File: config.mk
export PLATFORM = sky130hd
export DESIGN_NAME = rv_muldiv_seq
export DESIGN_NICKNAME = d
export VERILOG_FILES = /design/src/rtl/rv_muldiv_seq_pkg.sv /design/src/rtl/rv_div_special.sv /design/src/rtl/rv_muldiv_seq.sv
export SDC_FILE = /design/constraint.sdc
export NUM_CORES = 1
export LEC_CHECK = 0
export ABC_AREA = 1
export CAP_MARGIN = 30
export CORE_MARGIN = 3
export CORE_UTILIZATION = 35
export DETAILED_ROUTE_END_ITERATION = 8
export PLACE_DENSITY = 0.65
export REMOVE_ABC_BUFFERS = 1
export SLEW_MARGIN = 20
export SYNTH_ARGS = -nofsm -noshare
export SYNTH_HDL_FRONTEND = slang
export SYNTH_HIERARCHICAL = 1
export SYNTH_SLANG_ARGS = --single-unit
File: constraint.sdc
create_clock -name clk -period 4.22 [get_ports clk]
set_input_delay 0.633 -clock clk [delete_from_list [all_inputs] [get_ports clk]]
set_output_delay 0.633 -clock clk [all_outputs]
set_load 0.03 [all_outputs]
File: src/rtl/rv_muldiv_seq_pkg.sv
// ============================================================
// pkg_rv_decode : ALU opcodes, mul/div sequencer states, constants
// Rev 1.0
// ============================================================
`default_nettype none

package pkg_rv_decode;

  typedef enum logic [4:0] {
    ALU_ADD    = 5'd0,
    ALU_SUB    = 5'd1,
    ALU_SLL    = 5'd2,
    ALU_SLT    = 5'd3,
    ALU_SLTU   = 5'd4,
    ALU_XOR    = 5'd5,
    ALU_SRL    = 5'd6,
    ALU_SRA    = 5'd7,
    ALU_OR     = 5'd8,
    ALU_AND    = 5'd9,
    ALU_MUL    = 5'd10,
    ALU_MULH   = 5'd11,
    ALU_MULHSU = 5'd12,
    ALU_MULHU  = 5'd13,
    ALU_DIV    = 5'd14,
    ALU_DIVU   = 5'd15,
    ALU_REM    = 5'd16,
    ALU_REMU   = 5'd17
  } alu_t;

  typedef enum logic [1:0] {
    MD_IDLE = 2'd0,
    MD_MUL  = 2'd1,
    MD_DIV  = 2'd2,
    MD_DONE = 2'd3
  } md_state_t;

  localparam logic [31:0] DIV_ZERO_Q = 32'hFFFF_FFFF;
  localparam logic [31:0] INT_MIN    = 32'h8000_0000;

  function automatic logic is_mul_op(input alu_t op);
    return (op == ALU_MUL) || (op == ALU_MULH) || (op == ALU_MULHSU) || (op == ALU_MULHU);
  endfunction

  function automatic logic is_div_op(input alu_t op);
    return (op == ALU_DIV) || (op == ALU_DIVU) || (op == ALU_REM) || (op == ALU_REMU);
  endfunction

endpackage

`default_nettype wire

File: src/rtl/rv_div_special.sv
// ============================================================
// rv_div_special : zero-divisor / signed-overflow detection and result
// Rev 1.0
// ============================================================
`default_nettype none

module rv_div_special
  import pkg_rv_decode::*;
(
  input  alu_t        alu,
  input  logic [31:0] rs1,
  input  logic [31:0] rs2,
  output logic        is_div,
  output logic        bypass,
  output logic [31:0] bypass_res
);

  logic is_signed;
  logic is_rem;
  logic div_zero;
  logic sgn_ovf;

  always_comb begin
    is_div     = is_div_op(alu);
    is_signed  = (alu == ALU_DIV) || (alu == ALU_REM);
    is_rem     = (alu == ALU_REM) || (alu == ALU_REMU);
    div_zero   = is_div && (rs2 == 32'd0);
    sgn_ovf    = is_signed && (rs1 == INT_MIN) && (rs2 == 32'hFFFF_FFFF);
    bypass     = div_zero || sgn_ovf;
    bypass_res = 32'd0;
    // Zero divisor takes priority; the two cases cannot overlap anyway.
    if (div_zero) begin
      bypass_res = is_rem ? rs1 : DIV_ZERO_Q;
    end else if (sgn_ovf) begin
      bypass_res = is_rem ? 32'd0 : INT_MIN;
    end
  end

endmodule

`default_nettype wire

File: src/rtl/rv_muldiv_seq.sv
// ============================================================
// rv_muldiv_seq : sequences M-extension ops between EX and the mul/div unit
// Rev 1.0
// ============================================================
`default_nettype none

module rv_muldiv_seq
  import pkg_rv_decode::*;
(
  input  logic        clk,
  input  logic        reset,
  input  logic        ex_valid,
  input  alu_t        ex_alu,
  input  logic [4:0]  ex_rd,
  input  logic [31:0] ex_rs1,
  input  logic [31:0] ex_rs2,
  input  logic        flush,
  output logic        stall,
  output alu_t        md_alu,
  output logic [31:0] md_rrd1,
  output logic [31:0] md_rrd2,
  output logic        md_rdy,
  input  logic [31:0] md_rwdat,
  input  logic [31:0] md_rwdatx,
  input  logic        md_cmpl,
  input  logic        md_mulop,
  output logic        wb_valid,
  output logic [4:0]  wb_rd,
  output logic [31:0] wb_dat,
  output logic        busy
);

  md_state_t   state_q, state_d;
  logic        orphan_q, orphan_d;
  alu_t        alu_q, alu_d;
  logic [31:0] rs1_q, rs1_d;
  logic [31:0] rs2_q, rs2_d;
  logic [4:0]  rd_q, rd_d;
  logic [31:0] res_q, res_d;

  logic        sp_is_div;
  logic        sp_bypass;
  logic [31:0] sp_res;
  logic        is_mul;
  logic        div_cmpl;
  logic        offer;

  rv_div_special u_div_special (
    .alu        (ex_alu),
    .rs1        (ex_rs1),
    .rs2        (ex_rs2),
    .is_div     (sp_is_div),
    .bypass     (sp_bypass),
    .bypass_res (sp_res)
  );

  always_comb begin
    state_d  = state_q;
    orphan_d = orphan_q;
    alu_d    = alu_q;
    rs1_d    = rs1_q;
    rs2_d    = rs2_q;
    rd_d     = rd_q;
    res_d    = res_q;
    stall    = 1'b0;
    md_rdy   = 1'b0;
    wb_valid = 1'b0;
    is_mul   = is_mul_op(ex_alu);
    // Strobes flagged as multiply-side are not divide completions.
    div_cmpl = md_cmpl && !md_mulop;
    offer    = ex_valid && !flush && !reset;

    if (div_cmpl) begin
      orphan_d = 1'b0;
    end

    case (state_q)
      MD_IDLE: begin
        if (offer && (is_mul || sp_is_div)) begin
          stall = 1'b1;
          // A divide must wait while an abandoned divide still occupies the unit.
          if (is_mul || !orphan_q) begin
            alu_d = ex_alu;
            rs1_d = ex_rs1;
            rs2_d = ex_rs2;
            rd_d  = ex_rd;
            if (is_mul) begin
              state_d = MD_MUL;
            end else if (sp_bypass) begin
              res_d   = sp_res;
              state_d = MD_DONE;
            end else begin
              md_rdy  = 1'b1;
              state_d = MD_DIV;
            end
          end
        end
      end
      MD_MUL: begin
        wb_valid = !flush;
        state_d  = MD_IDLE;
      end
      MD_DIV: begin
        stall = 1'b1;
        if (flush) begin
          orphan_d = !div_cmpl;
          state_d  = MD_IDLE;
        end else if (div_cmpl) begin
          res_d   = md_rwdat;
          state_d = MD_DONE;
        end
      end
      MD_DONE: begin
        wb_valid = !flush;
        state_d  = MD_IDLE;
      end
      default: begin
        state_d = MD_IDLE;
      end
    endcase
  end

  always_ff @(posedge clk or posedge reset) begin
    if (reset) begin
      state_q  <= MD_IDLE;
      orphan_q <= 1'b0;
      alu_q    <= ALU_ADD;
      rs1_q    <= 32'd0;
      rs2_q    <= 32'd0;
      rd_q     <= 5'd0;
      res_q    <= 32'd0;
    end else begin
      state_q  <= state_d;
      orphan_q <= orphan_d;
      alu_q    <= alu_d;
      rs1_q    <= rs1_d;
      rs2_q    <= rs2_d;
      rd_q     <= rd_d;
      res_q    <= res_d;
    end
  end

  always_comb begin
    md_alu  = (state_q == MD_IDLE) ? ex_alu : alu_q;
    md_rrd1 = (state_q == MD_IDLE) ? ex_rs1 : rs1_q;
    md_rrd2 = (state_q == MD_IDLE) ? ex_rs2 : rs2_q;
    wb_rd   = rd_q;
    wb_dat  = (state_q == MD_MUL) ? md_rwdatx : res_q;
    busy    = (state_q != MD_IDLE) || orphan_q;
  end

endmodule

`default_nettype wire
==> impl_metrics.yaml, run 1 <==
status:
  status: "finished clean"
logic_synthesis:
  synth-compound-area-share: 0.0413
  synth_top_family_by_area: "simple AND/OR/NAND/NOR gates"
  synth_edf_count: 0
  synth_ff_type: "dfrtp_1"
  synthTopCellsByArea: "dfrtp_1 (41%), nand2_1 (31%), mux2_2 (5.4%)"
  ys_async_sr_fraction: 1.00
  yosys-mux-area-fraction: 0.0538
  synth_top_cell_by_area: "dfrtp_1"
  syn_area_sq_um: 6690
  synth.top_cell.area_share: 0.408
  synth-adder-area-share: 0
  yosys.area_share.simple: 0.426
  synth-seq-cells: 109
  synth_most_common_cell: "nand2_1"
  synth_xor_xnor_area_share: 0
  synth.distinct_cells: 26
  synth_common_cells: "nand2_1 (557), dfrtp_1 (109), nor2_1 (89), inv_1 (44), nand3_1 (38)"
  syn_inst: 1006
  avgSynthCellArea_sq_um: 6.65
  ys_seq_area_frac: 0.408
  synth_warnings: 6
routing:
  drt_first_pass_iters: 5
  routed_wl_um: 22300
  wl_per_cell_um: 15.2
  drt_iter0_markers: 389
  drtAntennaViolNets: 0
  drc_errors: 0
  vias: 6918
  viasPerCell: 4.73
final_layout:
  multi_input_area_sq_um: 3510
  layout-drive-gt1-share: 0.0722
  final_area_sq_um: 9680
  fill_cells: 1842
  seq_area_sq_um: 2730
  final_cell_count_no_fill: 1462
  areaGrowthSynthToFinish_pct: 44.6
  n_antenna_cell: 0
  nets: 1372
place:
  placed_area_sq_um: 9350
  portBuffers: 253
  pre_cts_slack_ns: 0.965
  dp_cells: 1446
  hpwl_um: 15500
  place_congestion: 0.803
floorplan:
  core_sq_um: 18400
  io_pins: 254
  start_util: 0.364
  die_y_um: 144
  rows: 49
  die_area_sq_um: 20800
  die_width_um: 144
timing:
  fin_crit_ns: 3.28
  clock_skew_ns: 0.00584
  tns_ns: 0
  maxSlewHeadroom: 0.380
  finalSetupViolCount: 0
  hold_viol_final: 0
  fmax_mhz: 304
  fin_ws_ns: 0.935
  rsz0062_at_grt: "no"
  period_share: 0.778
  worstMarginPinSlew_ns: 0.930
  final_max_slew_viol_count: 0
global_routing:
  grt_overflow: 0
  grt_max_degree: 91
  antenna_found_initial: 0
  grt_first_pass_wirelength_um: 35100
  track_usage: 0.212
  first_global_vias: 6469
setup_path:
  critPathMaxStageDelay_ns: 0.73
  worstSetupEndpointType: "output port"
  cp.arrival_ns: 2.65
  rr_worst_depth: 6
  critical_path.slowest_cell: "clkdlybuf4s50_1"
  path_cells: "nor2_4 -> buf_4 -> nand2_1 -> o21ai_0 -> clkdlybuf4s50_1"
  cp.required_ns: 3.59
  r2r-end: "res_q[19]"
  cp_max_fo: 90
  start_kind: "flip-flop"
  crit_type: "flip-flop to output port"
  r2r_slack_ns: 1.78
  rr_startpoint: "state_q[0]"
min_path:
  worstHoldPathType: "flip-flop to flip-flop"
  holdPathEnd: "res_q[11]"
  holdPathStages: 2
  holdCritStartpoint: "res_q[11]"
power_and_ir_drop:
  peakVddDrop_uv: 236
  finalPower_mw: 4.88
  power_density_nw_per_um2: 504
  power_leakage_nw: 4.97
clock_network:
  clock-sinks: 109
  cts_hold_buf: 0
  post_cts.repair.setup_buffers: 0
  cts_resized: 0
  root_buffer: "clkbuf_16"
  cts_htree_levels: 3
  insertion_delay_ns: 0.35
  path_clk_slew_ns: 0.07
  cts_tree: "done"
  cts_made_buffers: 9
  clock_path_buffers: 2
run:
  cap_violations: 0
## per-stage QoR
step / util / hold slack [ns]
3_5_place_dp: 0.509 / 0.457
5_1_grt: 0.526 / 0.493
3_3_place_gp: 0.509 / 0.455
4_1_cts: 0.526 / 0.477
6_report: 0.526 / 0.472
2_1_floorplan: - / 0.436
## cells by family (layout without fill, tap and decap cells)
family | after synthesis | after routing
flip-flops | 109 | 109
buffers and inverters | 102 | 329
AND/OR/NAND/NOR | 713 | 713
multiplexers | 32 | 32
AO/OA/AOI/OAI | 50 | 50
## registers in the layout, summed over array words and instances (netlist names)
name	cells
rs2_q	32
alu_q	5
wb_rd	5
state_q	2
res_q	32
rs1_q	32
orphan_q	1
## final cells by class
type                            count  area share
Timing Repair Buffer              264       0.273
Clock inverter                      4     0.00724
Tap cell                          229      0.0296
Inverter                           49      0.0193
Multi-Input combinational cell    795       0.362
Clock buffer                       12      0.0265
Sequential cell                   109       0.282
## report_power, final
part           switching (mW)  internal [mW]
Sequential              0.197           1.43
Combinational            1.39          0.915
Clock                   0.393          0.552
## worst max-delay path by stage
stage | startpoint | end | slack (ns) | depth (start not counted)
floorplan | state_q[0] | md_rdy | 0.32 | 3
global placement | ex_alu[4] | rs1_q[24] | 1.05 | 9
detailed placement | ex_alu[1] | alu_q[0] | 0.97 | 10
CTS | state_q[0] | md_rrd1[10] | 0.88 | 6
global route | state_q[0] | md_rrd1[21] | 0.67 | 5
finish | state_q[0] | md_rrd1[21] | 0.94 | 5
## placed cells by master (no fill, tap or decap), types with 2 or more instances in the layout
master / n
o21ai_1: 3
buf_12: 3
inv_1: 43
nand2_1: 557
nor2_2: 4
mux2_2: 32
clkinv_2: 2
dfrtp_1: 109
clkdlybuf4s50_1: 251
clkbuf_8: 2
o21ai_0: 36
nand3_2: 2
buf_4: 10
clkbuf_16: 9
nor3_1: 4
inv_2: 4
nand3_1: 38
bufinv_16: 2
nand4_1: 8
nand2_2: 2
a21oi_1: 4
nor2_1: 89
a21oi_2: 6
nor2_4: 5
## metal layers
| layer | vias to the layer above | track usage | wire, um | share of wire |
|---|---|---|---|---|
| li1 | 3529 | - | - | - |
| met1 | 3148 | 0.300 | 10400 | 0.47 |
| met2 | 225 | 0.336 | 9940 | 0.45 |
| met3 | 16 | 0.0463 | 1680 | 0.075 |
| met4 | 0 | 0.0466 | 251 | 0.011 |
| met5 | - | 0 | 0 | 0 |
## critical path, delay by kind of cell, from the launching register on
family	cells	cell delay (ns)
buffers and inverters	2	1.43
DFF	1	0.45
and+or+nand+nor	2	0.22
AOI/OAI and AO/OA	1	0.12
No activity file was read; power rests on OpenSTA's default activity.
==> run 2: changes to the inputs <==
Settings changed: PLACE_DENSITY 0.65 to 0.68.
Clock period 4.22 ns to 2.9 ns, I/O delays scaled along.
==> impl_metrics.yaml, run 2 (synthesized netlist as in run 1, its figures left out) <==
setup_path:
  cp.arrival_ns: 2.32
  crit_type: "flip-flop to output port"
  cp_max_fo: 59
  path_cells: "nor2_4 -> buf_12 -> nand2_1 -> o21ai_0 -> clkdlybuf4s50_1"
  critPathMaxStageDelay_ns: 0.73
  worstSetupEndpointType: "output port"
  cp.required_ns: 2.47
  critical_path.slowest_cell: "clkdlybuf4s50_1"
  cp_num_buf_inv: 2
  start_kind: "flip-flop"
  cpLargestDelayFamily: "buffers and inverters"
global_routing:
  grt_overflow: 0
  track_usage: 0.209
  first_global_vias: 6609
  antenna_found_initial: 0
  grt_first_pass_wirelength_um: 34500
  grt_max_degree: 110
routing:
  routed_wl_um: 22100
  drt_first_pass_iters: 5
  met3_length_um: 1570
  wl_met1_um: 9960
  drtAntennaViolNets: 0
  wl_per_cell_um: 15.0
  wl_met2_um: 10300
  drt_iter0_markers: 315
  vias: 6998
  drc_errors: 0
  viasPerCell: 4.76
  top_layer_used: "met4"
power_and_ir_drop:
  power_frac_clock: 0.191
  seqPwrFrac: 0.329
  swShare: 0.408
  switching_power_mw: 2.93
  power_density_nw_per_um2: 732
  comb_power_share: 0.480
  p_int_mw: 4.25
  peakVddDrop_uv: 397
  finalPower_mw: 7.18
  power_leakage_nw: 5.05
final_layout:
  reg_top3: "res_q x32, rs1_q x32, rs2_q x32"
  nets: 1380
  layout-drive-gt1-share: 0.0838
  layout.cells.most_common_list: "nand2_1 (556), clkdlybuf4s50_1 (246), dfrtp_1 (109), nor2_1 (89), inv_1 (43)"
  areaGrowthSynthToFinish_pct: 46.6
  n_antenna_cell: 0
  layout_commonest_cell: "nand2_1"
clock_network:
  clock_path_buffers: 2
  cts_tree: "done"
  root_buffer: "clkbuf_16"
  cts_made_buffers: 9
  post_cts.repair.setup_buffers: 0
  cts_htree_levels: 3
  clock-sinks: 109
  cts_hold_buf: 0
  path_clk_slew_ns: 0.08
  insertion_delay_ns: 0.36
  cts_resized: 0
floorplan:
  io_pins: 254
  start_util: 0.364
  die_area_sq_um: 20800
  core_sq_um: 18400
  die_width_um: 144
  rows: 49
  die_y_um: 144
timing:
  fmax_mhz: 363
  tns_ns: 0
  finalSetupViolCount: 0
  fin_crit_ns: 2.75
  period_share: 0.950
  maxSlewHeadroom: 0.502
  fin_ws_ns: 0.146
  worstMarginPinSlew_ns: 0.747
  hold_viol_final: 0
  rsz0062_at_grt: "no"
  clock_skew_ns: 0.00756
  final_max_slew_viol_count: 0
run:
  cap_violations: 0
place:
  place_congestion: 0.815
  pre_cts_slack_ns: 0.261
  portBuffers: 253
  hpwl_um: 15500
min_path:
  worstHoldPathType: "flip-flop to flip-flop"
status:
  status: "finished clean"
==> run 2: cell count changes in the layout (fill, tap and decap cells not counted) <==
cell,change
buf_12,+7
buf_4,+6
clkbuf_1,-1
clkbuf_8,-2
clkdlybuf4s50_1,-5
clkinv_4,+1
inv_6,+2
nand2_1,-1
nand2_2,+1
==> run 2: worst paths after layout <==
check,slack (ns),cells past startpoint,startpoint,end
min reg2reg,0.47,2,res_q[16],res_q[16]
max,0.15,5,state_q[0],md_rrd1[25]
max reg2reg,0.99,9,state_q[0],res_q[7]
min in group asynchronous,0.64,3,reset,rs1_q[6]
min,0.47,2,res_q[16],res_q[16]
max in group asynchronous,1.83,3,reset,res_q[24]
==> run 2: worst min-delay path, stage by stage (launching register included) <==
cell     delay, ns
dfrtp_1       0.35
nand2_1       0.05
nand2_1       0.05
==> run 2: per-layer routing <==
| metal | track usage | up-vias |
|---|---|---|
| met4 | 0.0515 | 0 |
| met1 | 0.287 | 3216 |
| met5 | 0 | - |
| met3 | 0.0473 | 14 |
| met2 | 0.336 | 219 |
| li1 | - | 3549 |
==> run 2: through the flow <==
step	hold slack (ns)	instance area, sq um	utilization	instances
finish	0.474	9810	0.534	1470
global route	0.493	9810	0.534	1470
CTS	0.476	9810	0.534	1470
detailed placement	0.458	9490	0.516	1454
global placement	0.456	9490	0.516	1454
floorplan	0.436	6400	-	953
==> run 2: cell type report <==
type                            instances  area (sq um)
Clock buffer                            9           225
Clock inverter                          7          96.3
Fill cell                            1839          8580
Inverter                               49           186
Multi-Input combinational cell        795          3510
Sequential cell                       109          2730
Tap cell                              229           287
Timing Repair Buffer                  272          2780
==> run 2: power by group through the flow <==
stage | sequential (mW) | combinational (mW) | clock [mW]
2_1_floorplan | 2.38 | 1.91 | 0
6_report | 2.36 | 3.45 | 1.37
3_3_place_gp | 2.37 | 3.45 | 0
4_1_cts | 2.36 | 3.50 | 1.40
5_1_grt | 2.43 | 3.77 | 1.47
3_5_place_dp | 2.38 | 3.49 | 0
==> run 3: changes to the inputs <==
Settings changed: SYNTH_HIERARCHICAL 1 to unset.
==> impl_metrics.yaml, run 3 <==
status:
  status: "finished clean"
floorplan:
  die_area_sq_um: 20500
  start_util: 0.361
  io_pins: 254
  die_y_um: 143
  rows: 49
  die_width_um: 143
  core_sq_um: 18200
timing:
  finalSetupViolCount: 0
  final_max_slew_viol_count: 0
  worstMarginPinSlew_ns: 0.686
  hold_viol_final: 0
  maxSlewHeadroom: 0.543
  fin_crit_ns: 2.80
  clock_skew_ns: 0.00640
  fmax_mhz: 357
  period_share: 0.965
  rsz0062_at_grt: "no"
  fin_ws_ns: 0.101
global_routing:
  grt_first_pass_wirelength_um: 34300
  grt_max_degree: 110
  antenna_found_initial: 1
  first_global_vias: 6484
  grt_overflow: 0
  track_usage: 0.211
final_layout:
  reg_top3: "res_q x32, rs1_q x32, rs2_q x32"
  layout_commonest_cell: "nand2_1"
  n_antenna_cell: 0
  final_util: 0.524
  layout-drive-gt1-share: 0.0913
  layout.cells.most_common_list: "nand2_1 (344), clkdlybuf4s50_1 (219), o21ai_0 (166), dfrtp_1 (109), inv_1 (91)"
  nets: 1323
  multi_input_area_sq_um: 3230
  final_cell_count_no_fill: 1412
  fill_cells: 1831
  areaGrowthSynthToFinish_pct: 45.1
  seq_area_sq_um: 2730
logic_synthesis:
  synthTopCellsByArea: "dfrtp_1 (42%), nand2_1 (20%), o21ai_0 (13%)"
  ys_async_sr_fraction: 1.00
  synth_edf_count: 0
  syn_area_sq_um: 6570
  ys_seq_area_frac: 0.415
  avgSynthCellArea_sq_um: 6.91
  synth-seq-cells: 109
  synth_top_cell_by_area: "dfrtp_1"
  synth_warnings: 0
  synth.top_cell.area_share: 0.415
  syn_inst: 951
  synth_most_common_cell: "nand2_1"
  synth_common_cells: "nand2_1 (344), o21ai_0 (166), dfrtp_1 (109), inv_1 (93), nor2_1 (73)"
  synth_ff_type: "dfrtp_1"
  synth.distinct_cells: 22
power_and_ir_drop:
  power_leakage_nw: 4.46
  power_density_nw_per_um2: 913
  finalPower_mw: 8.71
  peakVddDrop_uv: 373
place:
  hpwl_um: 15900
  place_congestion: 0.816
  portBuffers: 253
  dp_cells: 1397
  pre_cts_slack_ns: 0.309
clock_network:
  clock-sinks: 109
  cts_made_buffers: 9
  insertion_delay_ns: 0.35
  post_cts.repair.setup_buffers: 0
  cts_resized: 0
  cts_hold_buf: 0
  clock_path_buffers: 2
  root_buffer: "clkbuf_16"
  cts_htree_levels: 3
  path_clk_slew_ns: 0.07
  cts_tree: "done"
routing:
  viasPerCell: 4.83
  routed_wl_um: 21900
  drtAntennaViolNets: 0
  drt_first_pass_iters: 5
  vias: 6820
  drt_iter0_markers: 380
  drc_errors: 0
  wl_per_cell_um: 15.5
run:
  cap_violations: 0
setup_path:
  crit_type: "flip-flop to output port"
  cp_max_fo: 29
  cp.required_ns: 2.47
  worstSetupEndpointType: "output port"
  start_kind: "flip-flop"
  cp.arrival_ns: 2.36
min_path:
  worstHoldPathType: "flip-flop to flip-flop"
## run 3: kinds of logic after synthesis
kind of cell,count (synthesis),share of synthesized area
AO/OA/AOI/OAI,205,0.157
AND/OR/NAND/NOR,459,0.277
buffers and inverters,146,0.0960
flip-flops,109,0.415
multiplexers,32,0.0548
## run 3: worst max-delay path: stages (launching register included)
cell and delay (ns):
dfrtp_1 0.47, nand2_1 0.31, buf_12 0.24, mux2_2 0.36, clkdlybuf4s50_1 0.60
## run 3: per-layer routing
layer / vias up / track usage / wire length [um]
met5: - / 0 / 13
met4: 2 / 0.0705 / 573
met3: 40 / 0.0452 / 1230
met2: 187 / 0.336 / 10100
met1: 3104 / 0.287 / 9920
li1: 3487 / - / -
## run 3: final cells by class
class                           count  share of cell area
Tap cell                          229              0.0301
Clock buffer                       11              0.0255
Multi-Input combinational cell    696               0.339
Timing Repair Buffer              268               0.276
Sequential cell                   109               0.286
Clock inverter                      4             0.00577
Inverter                           95              0.0377
## run 3: through the flow
stage               cell area, sq um  hold slack, ns  setup TNS, ns
floorplan                       6300           0.443        -468.22
global placement                9240           0.455              0
detailed placement              9240           0.463              0
CTS                             9530           0.484              0
global route                    9530           0.510              0
finish                          9530           0.479              0
## run 3: worst paths after layout
path	cells past startpoint	slack (ns)	startpoint	to
max reg2reg	8	0.87	state_q[0]	rs2_q[7]
max in group asynchronous	3	1.78	reset	alu_q[2]
max	4	0.10	state_q[0]	wb_dat[4]
min in group asynchronous	3	0.66	reset	rs2_q[18]
min	2	0.48	wb_rd[2]	wb_rd[2]
min reg2reg	2	0.48	wb_rd[2]	wb_rd[2]
## run 3: power breakdown
group	switching [mW]	internal (mW)	leakage, nW
logic	2.90	1.92	2.93
clock network	0.588	0.697	0.143
registers	0.350	2.25	1.39
